<file path="config.mk">
export PLATFORM = sky130hd
export DESIGN_NAME = key_debounce_scan
export DESIGN_NICKNAME = d
export VERILOG_FILES = /design/src/rtl/key_debounce_scan.sv
export SDC_FILE = /design/constraint.sdc
export NUM_CORES = 1
export LEC_CHECK = 0
export BUFFER_PORTS_ARGS = -buffer_cell sky130_fd_sc_hd__buf_2
export CAP_MARGIN = 10
export CORE_MARGIN = 2
export CORE_UTILIZATION = 65
export CTS_BUF_LIST = sky130_fd_sc_hd__clkbuf_16
export CTS_CLUSTER_DIAMETER = 80
export DETAILED_ROUTE_END_ITERATION = 10
export PLACE_DENSITY = 0.85
export SLEW_MARGIN = 20
export SYNTH_ARGS = -nofsm -noshare
export SYNTH_HDL_FRONTEND = slang
export SYNTH_SLANG_ARGS = --single-unit
</file>
<file path="constraint.sdc">
create_clock -name clk_g_i -period 7.55 [get_ports clk_g_i]
set_clock_uncertainty 0.05 [all_clocks]
set_input_delay 0.3775 -clock clk_g_i [delete_from_list [all_inputs] [get_ports clk_g_i]]
set_output_delay 0.3775 -clock clk_g_i [all_outputs]
set_load 0.03 [all_outputs]
</file>
<file path="src/rtl/key_debounce_scan.sv">
// Time-multiplexed key debouncer. A 2-flop synchroniser feeds a round-robin scan that
// visits one key per tick, and a press/release event FIFO tracks the debounced key changes.
module key_debounce_scan #(
  parameter int unsigned  NUM_KEYS     = 61,
  parameter int unsigned  TICK_DIV     = 16,
  parameter int unsigned  DEBOUNCE_CNT = 7,
  parameter int unsigned  FIFO_DEPTH   = 4,
  parameter bit           ACTIVE_LOW   = 1'b1,
  localparam int unsigned KEY_W        = (NUM_KEYS > 2) ? $clog2(NUM_KEYS) : 1
) (
  input  logic                clk_g_i,
  input  logic                rstn_g_i,
  input  logic [NUM_KEYS-1:0] keys_i_g,
  output logic [NUM_KEYS-1:0] keys_o,
  output logic                evt_valid_o,
  input  logic                evt_ready_i,
  output logic [KEY_W-1:0]    evt_key_o,
  output logic                evt_pressed_o,
  output logic                overflow_o,
  input  logic                clr_ovf_i
);
  localparam int unsigned CNT_W  = $clog2(DEBOUNCE_CNT + 1);
  localparam int unsigned PRE_W  = (TICK_DIV > 1) ? $clog2(TICK_DIV) : 1;
  localparam int unsigned PTR_W  = $clog2(FIFO_DEPTH);
  localparam int unsigned FILL_W = PTR_W + 1;
  localparam logic [NUM_KEYS-1:0] IDLE_LVL = ACTIVE_LOW ? '1 : '0;

  logic [NUM_KEYS-1:0] sync1_q, sync2_q, raw;
  logic [PRE_W-1:0]    pre_q, pre_d;
  logic                tick;
  logic [KEY_W-1:0]    idx_q, idx_d;
  logic [NUM_KEYS-1:0] keys_q, keys_d;
  logic [CNT_W-1:0]    cnt_q [NUM_KEYS];
  logic [CNT_W-1:0]    cnt_d [NUM_KEYS];
  logic [CNT_W-1:0]    cnt_inc;
  logic                raw_bit;
  logic                push;

  logic [KEY_W-1:0]      fifo_key_q [FIFO_DEPTH];
  logic [FIFO_DEPTH-1:0] fifo_prs_q;
  logic [PTR_W-1:0]      wr_q, rd_q;
  logic [FILL_W-1:0]     fill_q;
  logic                  full, pop, push_ok, drop, ovf_q;

  // raw is 1 = pressed regardless of pin polarity
  assign raw     = sync2_q ^ IDLE_LVL;
  assign tick    = (pre_q == PRE_W'(TICK_DIV - 1));
  assign pre_d   = tick ? '0 : pre_q + PRE_W'(1);
  assign raw_bit = raw[idx_q];
  assign cnt_inc = cnt_q[idx_q] + CNT_W'(1);

  always_comb begin
    keys_d = keys_q;
    cnt_d  = cnt_q;
    idx_d  = idx_q;
    push   = 1'b0;
    if (tick) begin
      if (raw_bit == keys_q[idx_q]) begin
        cnt_d[idx_q] = '0;
      end else if (cnt_inc == CNT_W'(DEBOUNCE_CNT)) begin
        keys_d[idx_q] = raw_bit;
        cnt_d[idx_q]  = '0;
        push          = 1'b1;
      end else begin
        cnt_d[idx_q] = cnt_inc;
      end
      idx_d = (idx_q == KEY_W'(NUM_KEYS - 1)) ? '0 : idx_q + KEY_W'(1);
    end
  end

  always_ff @(posedge clk_g_i or negedge rstn_g_i) begin
    if (!rstn_g_i) begin
      sync1_q <= IDLE_LVL;
      sync2_q <= IDLE_LVL;
      pre_q   <= '0;
      idx_q   <= '0;
      keys_q  <= '0;
      for (int unsigned i = 0; i < NUM_KEYS; i++) cnt_q[i] <= '0;
    end else begin
      sync1_q <= keys_i_g;
      sync2_q <= sync1_q;
      pre_q   <= pre_d;
      idx_q   <= idx_d;
      keys_q  <= keys_d;
      cnt_q   <= cnt_d;
    end
  end

  // A pop frees the head slot in the same cycle, so a push into a full FIFO is accepted then
  assign full    = (fill_q == FILL_W'(FIFO_DEPTH));
  assign pop     = (fill_q != '0) && evt_ready_i;
  assign push_ok = push && (!full || pop);
  assign drop    = push && full && !pop;

  always_ff @(posedge clk_g_i or negedge rstn_g_i) begin
    if (!rstn_g_i) begin
      for (int unsigned i = 0; i < FIFO_DEPTH; i++) fifo_key_q[i] <= '0;
      fifo_prs_q <= '0;
      wr_q       <= '0;
      rd_q       <= '0;
      fill_q     <= '0;
      ovf_q      <= 1'b0;
    end else begin
      if (push_ok) begin
        fifo_key_q[wr_q] <= idx_q;
        fifo_prs_q[wr_q] <= raw_bit;
        wr_q             <= wr_q + PTR_W'(1);
      end
      if (pop) rd_q <= rd_q + PTR_W'(1);
      if (push_ok && !pop)      fill_q <= fill_q + FILL_W'(1);
      else if (pop && !push_ok) fill_q <= fill_q - FILL_W'(1);
      if (drop)           ovf_q <= 1'b1;
      else if (clr_ovf_i) ovf_q <= 1'b0;
    end
  end

  assign keys_o        = keys_q;
  assign evt_valid_o   = (fill_q != '0);
  assign evt_key_o     = evt_valid_o ? fifo_key_q[rd_q] : '0;
  assign evt_pressed_o = evt_valid_o & fifo_prs_q[rd_q];
  assign overflow_o    = ovf_q;

endmodule

</file>
## After elaboration in Yosys (flattened, before gate mapping)

Index checks and enable logic that the tools add are counted.
Widths: inputs -> output; s select.

- Register bits: 412
- Input bits: 65
- Output and inout port bits: 70
- Logic and storage cells: 159

- $add $sub $neg: 7
- Order comparisons: 10
- Eq/ne operators: 5
- Multiplexer cells: 36
- Bitwise logic cells: 8
- Reduce and logical (&&, ||, !) cells: 18

Operators with widths:

| operator | count |
|---|---|
| $mux 183 | 2 |
| $and 183x183->183 | 1 |
| $bwmux 183 | 1 |
| $not 183->183 | 1 |
| $bwmux 61 | 1 |
| $not 61->61 | 1 |
| $mux 6 | 5 |
| $bwmux 24 | 1 |
| $bmux 3 s6 | 1 |
| $demux 3 s6 | 1 |
| $mux 3 | 5 |
| $bmux 1 s6 | 2 |
| $bmux 6 s2 | 1 |
| $demux 6 s2 | 1 |
| $logic_and 1x1->1 | 10 |
| $mux 1 | 10 |
| $ge 7x7->1 const B | 1 |
| $lt 6x7->1 const B | 1 |
| $lt 7x1->1 const B | 1 |
| $not 6->7 | 1 |
| $add 3x1->3 const B | 2 |
| $add 6x1->6 const B | 1 |
| $demux 1 s6 | 1 |
| $eq 3x3->1 const B | 2 |
| 23 further kinds | 30 |

## Depth between registers and ports, before layout

Gate-level depths: netlist of run 1.

- Word-level depth: 14
- Gate-level depth with buffers: 24

## Worst setup path after synthesis of run 1

Ideal clock, no wire load.

- Kind: flip-flop to flip-flop
- From: reg idx_q[1]
- To: reg fill_q[1]
- Arrival time: 4.775 ns
- Required time: 7.375 ns
- Setup slack: 2.600 ns
- Stages on the path, launching flop included: 23
- Buffers on the path: 5
- Period minus slack after synthesis: 4.950 ns
- Path through: dfrtp_1 > buf_2 > buf_2 > buf_2 > buf_2 > buf_1 > mux2i_1 > nor2_1 > a21oi_1 > o21ai_0 > a211oi_1 > a31oi_1 > a22o_1 > a221o_1 > ha_1 > o41a_1 > and2_4 > nand3_1 > inv_1 > ha_1 > inv_1 > fa_1 > mux2_2

- Longest elaborated chain between the ends: 13
- Elaborated cells on any way between the ends: 20
- Those cells by class: add/sub (1); eq/ne (2); mux (11); bitwise (1); reduce/logical (5)

Ends and longest elaborated chain:

| element | RTL line | text |
|---|---|---|
| start: declaration | 31 | `logic [KEY_W-1:0] idx_q, idx_d;` |
| start signal: assignment | 83 | `idx_q <= idx_d;` |
| $not 6->7 (not written as such) | 50 | `assign cnt_inc = cnt_q[idx_q] + CNT_W'(1);` |
| $bmux 3 s6 | 50 |  |
| $mux 3 (not written as such) (2 in a row) | 50 |  |
| $add 3x1->3 | 50 |  |
| $eq 3x3->1 | 60 | `end else if (cnt_inc == CNT_W'(DEBOUNCE_CNT)) begin` |
| $mux 1 | 60 |  |
| $mux 1 (*) | 58 | `if (raw_bit == keys_q[idx_q]) begin` |
| $mux 1 (*) | 57 | `if (tick) begin` |
| $logic_and 1x1->1 (*) | 92 | `assign push_ok = push && (!full \|\| pop);` |
| via push_ok | 43 | `logic full, pop, push_ok, drop, ovf_q;` |
| $logic_not 1->1 | 111 | `else if (pop && !push_ok) fill_q <= fill_q - FILL_W'(1);` |
| $logic_and 1x1->1 | 111 |  |
| $reduce_bool 2->1 (no source line) | - |  |
| end signal: assignment | 110 | `if (push_ok && !pop) fill_q <= fill_q + FILL_W'(1);` |
| end signal: assignment | 111 |  |
| end: declaration | 42 | `logic [FILL_W-1:0] fill_q;` |

Mark *: on every way through the listed nets, which the timed path passes. The rest lies on a longest branch. The select of a mux whose other input is x is not followed.
A chain may end at the register's enable or synchronous reset.

## Worst setup path in the final report of run 1

- From: reg idx_q[1]
- To: reg keys_q[37] (netlist: keys_o[37])

- Longest elaborated chain between the ends: 7
- Elaborated cells on any way between the ends: 19
- Those cells by class: add/sub (1); order compare (2); eq/ne (2); mux (10); bitwise (2); reduce/logical (2)

Ends and longest elaborated chain:

| element | RTL line | text |
|---|---|---|
| $not 6->7 (not written as such) | 50 |  |
| $bmux 3 s6 | 50 |  |
| $mux 3 (not written as such) (2 in a row) | 50 |  |
| $add 3x1->3 | 50 |  |
| $eq 3x3->1 | 60 |  |
| $reduce_and 3->1 (no source line) | - |  |
| end signal: assignment | 84 | `keys_q <= keys_d;` |
| end: declaration | 32 | `logic [NUM_KEYS-1:0] keys_q, keys_d;` |

Parallel ways exist; a longest one is shown, timed or not. The select of a mux whose other input is x is not followed.

==> results.txt, run 1 <==
First-pass GRT wire length: 79.1 mm
Initial core utilization: 65.7%
Tmin final: 5.45 ns
Rows: 60
Drt drc: 0
Status: completed
Antenna cells: 0
I/O pins: 135
Flop pwr share: 52.4%
Num CTS Buffers: 42
Slew @ Worst Pin: 1.17 ns
TNS Setup: 0 ns
FFs w/ async S/R, synth: 100%
Post-detail-place hpwl: 30.7 mm
Fmax: 183 MHz
TritonCTS clock tree: yes
CP Class: reg2reg
Final setup vio count: 0
Fin. Hold Viols: 0
Worst setup EP type: register
Max_cap viols: 0
Die Wd: 169 um
Clock share of power: 44.8%
Most frequent cells in the layout: dfrtp_1 (287), nand2_1 (270), o21ai_0 (137)
Largest net degree at the start of global routing: 217
IO Port Bufs: 134
Drt first pass iters: 7
Worst hold path class: in2reg
Worst vdd ir: 0.222 mV
Clk Latency, worst-skew pair: 0.55 ns
Max Slew Vio Count: 0
Mean Syn Cell Area: 11.7 um^2
Cell variety after synth: 68
Via/cell ratio: 6.74
Cells after synthesis: 1,508
H-tree levels: 2
Clock Tree Root: clkbuf_16
Clock sinks: 412
Area delta synth->final: 16.3%
Via Count: 13,800
Lkg Pwr: 8.97 nW
Initial antenna violation count: 0
Vias in the first global route: 13,900
RSZ-0062 raised after global routing: false
Layout cells sized above 1: 28.3%
Longest Clk Path Bufs: 3
Combinational power share: 2.8%
Core area: 0.0268 mm^2
Crit path required time: 7.91 ns
Post-synth EDFFs: 0
Psw: 0.966 mW
Cell Pwr Density: 212 mW/mm^2
Final Core Density: 76.5%
Drt initial violations: 1,976
Worst r2r path cells: 13
ANT nets after route: 0
Yosys warning total: 0
GRT Total Usage: 36.5%
Register area share after synthesis: 59.4%
Final WL: 50.8 mm
Synth Register Bits: 412
Critical Path AT: 5.81 ns
Post-synthesis cell area: 0.0176 mm^2
Gpl congestion: 0.979
Worst-path fanout max: 38
Final period util: 72.2%
Reg clk slew, reported paths: 0.06 ns
Synth Flop Type: dfrtp_1
Commonest non-fill, non-tap cell in the layout: dfrtp_1
Slew headroom: 21.5%
Gr ovfl total: 0
Critical Path Source Type: register
Die height: 169 um
Nets: 1,752
Setup bufs post-CTS: 0
P_int: 3.39 mW
Post-Syn Nets: 1,584
Sw frac: 22.2%
Worst Hold Depth: 3
Drt wl/cell: 24.8 um
DIE AREA: 0.0284 mm^2
## cells by family (layout without fill, tap and decap cells)
group                    count (synthesis)  count (layout)  synth area share [%]
AO/OA/AOI/OAI                          460             460                  18.4
flip-flops                             412             412                  59.4
AND/OR/NAND/NOR                        383             383                  9.69
buffers and inverters                  119             318                  3.05
multiplexers                           109             109                  7.98
XOR/XNOR                                14              14                 0.696
adder cells (fa/ha/maj)                 11              11                 0.824
## cell usage after synthesis (all sizes together), types with 3 or more instances
cell type	count	area [um^2]
dfrtp	290	7260
nand2	272	1020
o21ai	198	1220
o31ai	124	936
dfstp	122	3210
clkbuf	66	249
mux2	52	586
buf	39	236
a22oi	37	278
mux2i	37	370
a221oi	32	287
nor2	21	78.8
mux4	20	450
and2	15	96.3
nor3	15	114
o22ai	15	93.8
inv	13	48.8
a21oi	12	60.1
nand3	12	60.1
ha	10	125
a22o	8	70.1
nor3b	8	60.1
xnor2	8	70.1
and3	7	43.8
nor2b	7	43.8
a221o	6	60.1
and3b	6	52.6
nand2b	6	37.5
xor2	6	52.6
a211oi	4	30.0
o221ai	4	35.0
nand4	3	18.8
o211ai	3	22.5
o2bb2ai	3	26.3
or2	3	18.8
## flip-flops by register name, summed over array words and instances (netlist names)
register,count
sync1_q,61
idx_q,6
fifo_key_q,24
rd_q,2
sync2_q,61
pre_q,4
wr_q,2
fill_q,3
cnt_q,183
overflow_o,1
keys_o,61
fifo_prs_q,4
## worst max-delay path, stage by stage (launching register included)
cell and delay, ns:
dfrtp_2 0.88, buf_4 0.46, and2_1 0.70, a221oi_1 0.19, o21ai_0 0.55, a22oi_1 0.16
and3_1 0.26, inv_1 0.06, ha_1 0.19, o41a_1 0.21, and2_4 0.17, nand2_2 0.52
buf_4 0.50, o31ai_1 0.40
## stage by stage
step	area, um^2	hold slack [ns]	power [mW]	setup WS [ns]	std cells
detailed placement	18500	0.297	2.41	2.18	1908
CTS	20400	0.106	4.35	2.15	2046
global placement	18500	0.296	2.41	2.36	1908
global route	20500	0.122	4.47	1.89	2048
finish	20500	0.102	4.35	2.10	2048
floorplan	17600	0.0319	2.33	2.60	1508
## final timing paths
kind                              from        endpoint  slack [ns]
max in group asynchronous     rstn_g_i        idx_q[2]        5.32
hold reg to reg            sync1_q[18]     sync2_q[18]        0.30
setup reg to reg              idx_q[1]      keys_o[37]        2.10
hold / removal             evt_ready_i         rd_q[1]        0.10
setup / recovery              idx_q[1]      keys_o[37]        2.10
min in group asynchronous     rstn_g_i  fifo_key_q[18]        0.44
## power groups by stage
stage	clock network, mW	logic, mW	registers, mW
6_report	1.95	0.123	2.28
5_1_grt	2.05	0.136	2.28
4_1_cts	1.95	0.119	2.28
3_5_place_dp	0	0.0935	2.32
3_3_place_gp	0	0.0908	2.32
2_1_floorplan	0	0.0221	2.31
## layer usage
layer,up-vias,share of wire [%],wire (um),GRT usage (%)
met1,6765,37,18700,48.0
met5,-,0,0,0
met3,236,11,5510,8.18
li1,5848,-,-,-
met2,961,47,23800,58.5
met4,0,5.4,2760,17.4
## what timing repair did
item,in CTS,in global routing
endpoints found under the hold margin,184,0
resized for setup,0,0
hold buffers,63,0
## final cells by class
cell class	instances	area (um^2)
flip-flops and latches	412	10500
clock buffers	43	1080
inverters	14	52.6
clock inverters	32	191
fillers	1605	6310
well taps	341	427
multi-input cells	977	6680
repair buffers	229	1600
Power figures use the tool's default switching activity.
==> run 2, diff against run 1 <==
--- a/config.mk
+++ b/config.mk
@@ -8,11 +8,11 @@
 export BUFFER_PORTS_ARGS = -buffer_cell sky130_fd_sc_hd__buf_2
 export CAP_MARGIN = 10
 export CORE_MARGIN = 2
-export CORE_UTILIZATION = 65
+export CORE_UTILIZATION = 54
 export CTS_BUF_LIST = sky130_fd_sc_hd__clkbuf_16
 export CTS_CLUSTER_DIAMETER = 80
 export DETAILED_ROUTE_END_ITERATION = 10
-export PLACE_DENSITY = 0.85
+export PLACE_DENSITY = 0.76
 export SLEW_MARGIN = 20
 export SYNTH_ARGS = -nofsm -noshare
 export SYNTH_HDL_FRONTEND = slang
==> constraint.sdc (replaced) <==
create_clock -name clk_g_i -period 4.54 [get_ports clk_g_i]
set_clock_uncertainty 0.05 [all_clocks]
set_input_delay 0.227 -clock clk_g_i [delete_from_list [all_inputs] [get_ports clk_g_i]]
set_output_delay 0.227 -clock clk_g_i [all_outputs]
set_load 0.03 [all_outputs]
==> run 2 against run 1 <==
Sequential power rose by 66%; combinational power up 64%; hold slack better by 0.16 ns; clock-buffer cell count grew 4; flip-flop and latch count did not move; non-clock buffer count up 57; critical endpoint is now fill_q[1].
==> results.txt, run 2 (synthesized netlist as in run 1, its figures left out) <==
Initial core utilization: 54.4%
GRT Total Usage: 31.0%
Largest stage delay on the critical path: 0.53 ns
Longest Clk Path Bufs: 3
Post-detail-place hpwl: 33.1 mm
Die Wd: 185 um
Worst hold slack: 0.257 ns
RSZ-0062 raised after global routing: false
Slew @ Worst Pin: 1.31 ns
Largest register FFs: 183
Final Cell Area: 0.0213 mm^2
Via Count: 13,600
Critical path, cell by cell: and3b_1 -> a22o_1 -> a221oi_1 -> o21ai_1 -> a211oi_2 -> a31oi_1 -> a22o_1 -> a221o_1 -> ha_1 -> o41a_1 -> and2_4 -> nand3_1 -> inv_1 -> ha_1 -> inv_1 -> fa_1 -> mux2_2
Core area: 0.0324 mm^2
Nets: 1,809
Die height: 185 um
Vias in the first global route: 13,700
I/O pins: 135
Drt first pass iters: 6
Worst vdd ir: 0.296 mV
Commonest non-fill, non-tap cell in the layout: dfrtp_1
Most frequent cells in the layout: dfrtp_1 (287), nand2_1 (270), o21ai_0 (135)
CP startpoint: idx_q[2]
Crit path required time: 4.93 ns
Hold path startpoint: keys_i_g[23]
Max_cap viols: 0
Bufs and invs on worst path: 2
RR Startpoint: idx_q[2]
Final WL: 51.5 mm
Reg clk slew, reported paths: 0.07 ns
Worst-path fanout max: 8
Fmax: 229 MHz
Initial antenna violation count: 1
Tmin final: 4.36 ns
Critical Path AT: 4.75 ns
Final setup vio count: 0
Via/cell ratio: 6.17
Lkg Pwr: 9.39 nW
Num CTS Buffers: 42
Slew headroom: 12.2%
TritonCTS clock tree: yes
Worst setup EP type: register
Gpl congestion: 0.952
Layout cells sized above 1: 30.8%
Final period util: 96.1%
Clk Latency, worst-skew pair: 0.56 ns
Final worst setup slack: 0.177 ns
First-pass GRT wire length: 80.0 mm
Worst slack, placed: 0.0988 ns
H-tree levels: 2
CP Class: reg2reg
Gr ovfl total: 0
Critical Path Source Type: register
Largest net degree at the start of global routing: 133
Drt wl/cell: 23.3 um
Worst hold path class: in2reg
Clock Tree Root: clkbuf_16
CP max-delay cell: dfrtp_4
Drt drc: 0
Status: completed
Biggest register: cnt_q
Cell Pwr Density: 354 mW/mm^2
Fill cells: 2,427
DIE AREA: 0.0341 mm^2
Max Slew Vio Count: 0
Clock sinks: 412
Rows: 66
Fin. Hold Viols: 0
TNS Setup: 0 ns
Drt initial violations: 1,588
Dpl cell area: 0.0192 mm^2
Total power draw: 7.56 mW
IO Port Bufs: 134
CP top delay family: compound AO/OA/AOI/OAI gates
ANT nets after route: 0
Area delta synth->final: 21.2%
-- run 2: metal layers --
metal,GRT usage (%),vias up,part of all wire (%)
met3,5.45,132,9.0
met4,12.3,0,3.6
met1,42.7,6816,41
met2,49.3,742,47
li1,-,5945,-
met5,0,-,0
-- run 2: through the flow --
step / cells / util (%)
after floorplan: 1508 / -
final: 2209 / 65.9
after global placement: 2063 / 59.4
after CTS: 2204 / 65.8
after global routing: 2208 / 65.9
after detailed placement: 2063 / 59.4
-- run 2: worst paths after layout --
kind	endpoint	slack [ns]	cells past startpoint
hold reg to reg	sync2_q[20]	0.30	0
setup reg to reg	fill_q[1]	0.18	17
max in group asynchronous	cnt_q[80]	2.91	3
hold / removal	sync1_q[23]	0.26	2
setup / recovery	fill_q[1]	0.18	17
min in group asynchronous	fifo_prs_q[3]	0.34	2
-- run 2: worst reg2reg max path, stage by stage (launching register included) --
cell and delay (ns):
dfrtp_4 0.53, and3b_1 0.20, a22o_1 0.23, a221oi_1 0.20, o21ai_1 0.12, a211oi_2 0.23
a31oi_1 0.08, a22o_1 0.28, a221o_1 0.39, ha_1 0.23, o41a_1 0.46, and2_4 0.18
nand3_1 0.09, inv_1 0.05, ha_1 0.20, inv_1 0.07, fa_1 0.39, mux2_2 0.27
-- run 2: layout make-up --
type                    count  area [um^2]  area share (%)
multi-input cells         977         6670            31.3
clock inverters            30          262            1.22
diodes                      1         2.50          0.0117
flip-flops and latches    412        10500            49.0
inverters                  14         52.6           0.246
repair buffers            286         2160            10.1
well taps                 442          553            2.59
clock buffers              47         1180            5.51
-- run 2: power breakdown --
group / leakage, nW / switching, mW / internal, mW / total (mW)
clock: 0.734 / 1.51 / 2.06 / 3.57
combinational: 3.37 / 0.127 / 0.0757 / 0.202
sequential: 5.29 / 0.0183 / 3.77 / 3.79
total: 9.39 / 1.65 / 5.91 / 7.56
-- run 2: what timing repair did --
| action | CTS | global route |
|---|---|---|
| resized for setup | 0 | 3 |
| setup endpoints to repair | 0 | 2 |
| hold buffers | 64 | 0 |
| setup buffers | 0 | 3 |
| hold endpoints to repair | 153 | 0 |
